==> src/rtl/riscv_pkg.sv <==
// Shared RV32I core parameters and datapath types.
package riscv_pkg;
  localparam int XLEN           = 32;
  localparam int REG_ADDR_WIDTH = 5;

  typedef logic [XLEN-1:0]           data_t;
  typedef logic [REG_ADDR_WIDTH-1:0] reg_addr_t;
endpackage

==> src/rtl/register_file.sv <==
// 32 x XLEN integer register file: two combinational read ports, one
// synchronous write port, x0 hardwired to zero.
module register_file
  import riscv_pkg::*;
(
  input  logic                      clk,
  input  logic                      rst_n,
  input  logic                      reg_write_enable,
  input  logic [REG_ADDR_WIDTH-1:0] rs1_addr,
  input  logic [REG_ADDR_WIDTH-1:0] rs2_addr,
  input  logic [REG_ADDR_WIDTH-1:0] rd_addr,
  input  logic [XLEN-1:0]           write_data,
  output logic [XLEN-1:0]           rs1_data,
  output logic [XLEN-1:0]           rs2_data
);

  localparam int NUM_REGS = 2**REG_ADDR_WIDTH;

  data_t regs_q [NUM_REGS];
  data_t regs_d [NUM_REGS];

  always_comb begin
    for (int i = 0; i < NUM_REGS; i++) begin
      regs_d[i] = regs_q[i];
    end
    if (reg_write_enable && (rd_addr != '0)) begin
      regs_d[rd_addr] = write_data;
    end
  end

  always_ff @(posedge clk or negedge rst_n) begin
    if (!rst_n) begin
      for (int i = 0; i < NUM_REGS; i++) begin
        regs_q[i] <= '0;
      end
    end else begin
      for (int i = 0; i < NUM_REGS; i++) begin
        regs_q[i] <= regs_d[i];
      end
    end
  end

  // No write bypass: reads see flop outputs, forwarding lives in the core.
  always_comb begin
    rs1_data = '0;
    if (rs1_addr != '0) begin
      rs1_data = regs_q[rs1_addr];
    end
  end

  always_comb begin
    rs2_data = '0;
    if (rs2_addr != '0) begin
      rs2_data = regs_q[rs2_addr];
    end
  end

endmodule

==> config.mk <==
export PLATFORM = sky130hd
export DESIGN_NAME = register_file
export DESIGN_NICKNAME = d
export VERILOG_FILES = /design/src/rtl/riscv_pkg.sv /design/src/rtl/register_file.sv
export SDC_FILE = /design/constraint.sdc
export NUM_CORES = 2
export LEC_CHECK = 0
export CAP_MARGIN = 20
export CORE_AREA = 8 8 357 359
export CTS_CLUSTER_SIZE = 16
export DETAILED_ROUTE_END_ITERATION = 12
export DIE_AREA = 0 0 365 367
export DONT_BUFFER_PORTS = 1
export HOLD_SLACK_MARGIN = 0.15
export SYNTH_ARGS = -nofsm -noshare
export SYNTH_HDL_FRONTEND = slang
export SYNTH_SLANG_ARGS = --single-unit
==> constraint.sdc <==
create_clock -name clk -period 3.3 [get_ports clk]
set_clock_uncertainty 0.2 [all_clocks]
set_input_delay 0.66 -clock clk [delete_from_list [all_inputs] [get_ports clk]]
set_output_delay 0.66 -clock clk [all_outputs]
set_load 0.05 [all_outputs]
Word level (Yosys, flattened, before mapping). Index checks and enable logic that the tools add are counted.

Register bits: 1024. Input bits: 50.

Order comparisons: 4. Muxes and demuxes: 11. Bitwise gates (word level): 3. Reductions and logical operators: 5.

Operators with widths (count): 1024-bit bitwise mux (1); 32-bit binary-select mux with 5-bit select (2); 32-bit 2-to-1 mux (7); 32-bit demux with 5-bit select (1); 6-bit greater-or-equal comparator (second input constant) (3); 5-bit inverter with 6-bit output (3); 5-bit nonzero test (3); 6-bit by 1-bit less-than comparator with 1-bit output (second input constant) (1); 1-bit logical AND (2).

Longest topological paths before layout.
Word-level depth: 6. Depth in mapped cells: 9. Mapped depth without buffers: 4.

Worst setup path after synthesis. No wires, ideal clock.

Kind: input port to output port. From: input port rs1_addr[1]. To: output port rs1_data[11]. Data arrival time: 3.315 ns. Data required time: 2.440 ns. Path slack: -0.875 ns. Cell stages on the path: 9. Buffers on the path: 5. Path through: buf_6 > buf_4 > buf_2 > and2_1 > clkbuf_1 > buf_2 > a22oi_1 > a21oi_1 > nor4_1.

Longest elaborated chain between the ends: 5.

Ends and longest elaborated chain: start: declaration (line register_file.sv:9) `input logic [REG_ADDR_WIDTH-1:0] rs1_addr,`; 5-bit inverter with 6-bit output (implied by the code) (line register_file.sv:47) `rs1_data = regs_q[rs1_addr];`; 32-bit binary-select mux with 5-bit select (line register_file.sv:47); 32-bit 2-to-1 mux (implied by the code) (2 in series) (line register_file.sv:47); 32-bit 2-to-1 mux * (line register_file.sv:46) `if (rs1_addr != '0) begin`; end: declaration (line register_file.sv:13) `output logic [XLEN-1:0] rs1_data,`.

Every way passes the cells marked *; elsewhere a longest branch is shown, timed or not. The select of a mux whose other input is x is not followed.

Final worst setup path.
From: input port rs2_addr[0]. To: output port rs2_data[16].

Longest elaborated chain between the ends: 5.

Ends and longest elaborated chain: start: declaration (line register_file.sv:10) `input logic [REG_ADDR_WIDTH-1:0] rs2_addr,`; 5-bit inverter with 6-bit output (implied by the code) (line register_file.sv:54) `rs2_data = regs_q[rs2_addr];`; 32-bit binary-select mux with 5-bit select (line register_file.sv:54); 32-bit 2-to-1 mux (implied by the code) (2 in series) (line register_file.sv:54); 32-bit 2-to-1 mux * (line register_file.sv:53) `if (rs2_addr != '0) begin`; end: declaration (line register_file.sv:14) `output logic [XLEN-1:0] rs2_data`.

Marked as above.

==> flow_metrics.py <==
metrics = {
    "critical_path": {
        "r2r_start": "regs_q[167]$_DFFE_PN0P_",
        "ff2ff_path_depth": 2,
        "rr_endpoint": "regs_q[167]$_DFFE_PN0P_",
        "worstPathRequired_ns": 2.44,
        "startpoint_type": "input port",
        "cp.arrival_ns": 2.67,
        "r2r_setup_slack_ns": 1.75,
        "critPathKind": "in -> out",
        "worst-path-max-fanout": 312,
        "critPathCaptureType": "primary output",
    },
    "routing": {
        "wl_per_cell_um": 33.5,
        "ant_nets": 0,
        "drc": 0,
        "drt_iter0_drc": 3132,
        "wl_um": 181000,
        "vias": 35600,
        "drt_first_pass_iters": 5,
        "via_per_inst": 6.59,
    },
    "floorplanning": {
        "die_x_um": 365,
        "initial_core_util": 0.447,
        "io_pins": 114,
        "coreArea_um2": 121000,
        "die_area_um2": 134000,
        "die_h_um": 367,
        "core.rowCount": 128,
    },
    "synth": {
        "synthesis.nets": 3699,
        "ys_seq_elements": 1024,
        "synth.top_cell.area_share": 0.472,
        "yosysWarnings": 0,
        "synth_edf_count": 0,
        "synth_ff_type": "dfrtp_1",
        "yosys.area.top_type": "dfrtp_1",
        "synth.avg_cell_area_um2": 14.9,
        "ys_seq_area_frac": 0.472,
        "yosysUniqueCellTypes": 41,
        "yosys-top-cells-count": "dfrtp_1, mux2_2, mux4_2, mux2i_1, clkbuf_1",
        "synth_area_leaders": "dfrtp_1, mux2_2, mux4_2",
        "yosysMostFrequentCell": "dfrtp_1",
        "syn_inst": 3649,
        "async_reset_ff_frac": 1.00,
        "syn_area_um2": 54300,
    },
    "clock_tree": {
        "cts_sinks": 1024,
        "cts_tree": "done",
        "clk_pin_slew_worst_paths_ns": 0.06,
        "worstSkewPairLatency_ns": 0.70,
        "clock_path_buffers": 3,
        "clock-root-buffer": "clkbuf_16",
        "h-tree-depth": 3,
        "numCtsBuffers": 113,
    },
    "global_routing": {
        "antenna_found_initial": 7,
        "grt_pass1_wl_um": 266000,
        "track_usage": 0.266,
        "overflow": 0,
        "grt_start_max_net_pins": 1025,
        "grt_pass1_vias": 38000,
    },
    "cells_and_area": {
        "drive_gt1_frac": 0.577,
        "fin_nets": 3726,
        "top_regs": "regs_q: 1024 flops",
        "fin_cells": 5402,
        "largest_register": "regs_q",
        "n_fill_cell": 9777,
        "area_growth_pct": 19.4,
        "largest_reg_flops": 1024,
        "final_area_um2": 64800,
    },
    "sta": {
        "maxClockFrequency_mhz": 284,
        "max_slew_margin": 0.176,
        "finalSetupViolCount": 50,
        "slew_viol_final": 0,
        "post-route-period-util": 1.07,
        "worst_slew_pin_slew_ns": 1.24,
        "rsz0062_at_grt": "true",
        "hold_viol": 140,
        "final.min_clock_period_ns": 3.53,
        "fin_ws_ns": -0.227,
        "hold_ws_ns": -0.530,
    },
    "outcome": {
        "violations": "negative hold slack, negative setup slack",
        "outcome": "finished with violations",
    },
    "min_path": {
        "hold_class": "in -> async",
    },
    "place": {
        "dpl_cell_area_um2": 58100,
        "gp_congestion": 0.813,
        "dpl.hpwl_um": 101000,
        "portBuffers": 0,
        "dp_cells": 5056,
    },
    "power": {
        "max-vdd-ir-drop_mv": 0.410,
        "p_leak_nw": 27.7,
        "p_per_area_nw_per_um2": 604,
    },
    "job": {
        "cap_violations": 0,
    },
}
-- how the worst max path moves through the flow --
| stage | start | end | slack [ns] |
|---|---|---|---|
| 2_1_floorplan | rs2_addr[0] | rs2_data[10] | -0.10 |
| 3_3_place_gp | rs2_addr[0] | rs2_data[10] | -0.29 |
| 3_5_place_dp | rs2_addr[0] | rs2_data[16] | -0.47 |
| 4_1_cts | regs_q[16]$_DFFE_PN0P_ | rs1_data[16] | -0.24 |
| 5_1_grt | regs_q[16]$_DFFE_PN0P_ | rs1_data[16] | -0.26 |
| 6_report | rs2_addr[0] | rs2_data[16] | -0.23 |
-- kinds of logic after synthesis --
| kind of cell | after synthesis | share of synthesized area |
|---|---|---|
| buf+inv | 431 | 0.0347 |
| mux | 1689 | 0.430 |
| simple gates | 184 | 0.0187 |
| compound gates | 321 | 0.0444 |
| flops | 1024 | 0.472 |
-- power breakdown --
| part | internal, mW | leakage (nW) | switching (mW) |
|---|---|---|---|
| Sequential | 15.0 | 13.1 | 1.83 |
| Combinational | 5.39 | 12.6 | 3.56 |
| Clock | 8.09 | 1.97 | 5.35 |
| Total | 28.4 | 27.7 | 10.7 |
-- area by class of cell --
type                    instances  area [um^2]  area share
diodes                          3         7.51    0.000116
clock buffers                 175         3530      0.0544
clock inverters                38          464     0.00716
inverters                       1         3.75   0.0000579
multi-input cells            2194        29000       0.447
flip-flops and latches       1024        25600       0.396
well taps                    1625         2030      0.0314
repair buffers                342         4140      0.0639
-- what timing repair did --
action                     4_1_cts  5_1_grt
pin swaps                       99       31
gates cloned                     0        0
setup buffers                   79       11
setup endpoints to repair       64       59
hold buffers                    36        1
resized for setup              185       39
hold endpoints to repair      2016       65
-- layer usage --
metal,GRT usage,part of all wire
met5,0,0.000066
met4,0.0980,0.039
met3,0.0494,0.071
met2,0.418,0.47
met1,0.369,0.42
-- layout by cell type, fill, tap and decap left out, types with 9 or more instances in the layout --
cell           synthesis  layout
a2111oi_4              0      23
a211oi_2               0      33
a21oi_1               35      29
a22o_1                52      46
a22oi_1               66      59
and2_4                 0       9
buf_12                 0      90
buf_16                 0      10
buf_4                 23     181
buf_6                  5      21
bufinv_16              0      10
clkbuf_1             231      21
clkbuf_16              0     122
clkbuf_8               0      36
clkinv_2               0      22
dfrtp_1             1024    1024
dlygate4sd3_1          0      34
mux2_2              1023    1015
mux2i_1              250     249
mux4_2               411     411
nand2_2                0      14
nor2_4                 0      13
nor2b_1               43      30
nor2b_4                0      11
nor3_2                 0       9
nor3_4                 0      35
nor4_4                 0      15
o221ai_1              26      25
o22ai_1               47      29
o22ai_4                0      14
-- critical path, stage by stage --
cell and delay [ns]:
mux4_2 0.68, a22o_1 0.28, a2111oi_4 0.31, buf_4 0.19, nor3_4 0.05, buf_6 0.17
-- through the flow --
step / setup slack (ns) / util / power (mW) / TNS (ns)
final: -0.227 / 0.534 / 39.2 / -3.52
after global routing: -0.255 / 0.534 / 40.7 / -4.17
after CTS: -0.240 / 0.528 / 38.9 / -3.46
after detailed placement: -0.466 / 0.479 / 24.5 / -3.79
after global placement: -0.292 / 0.479 / 24.0 / -2.15
after floorplan: -0.101 / - / 22.5 / -1.72
Note: power is estimated with default switching activity, not from simulation.
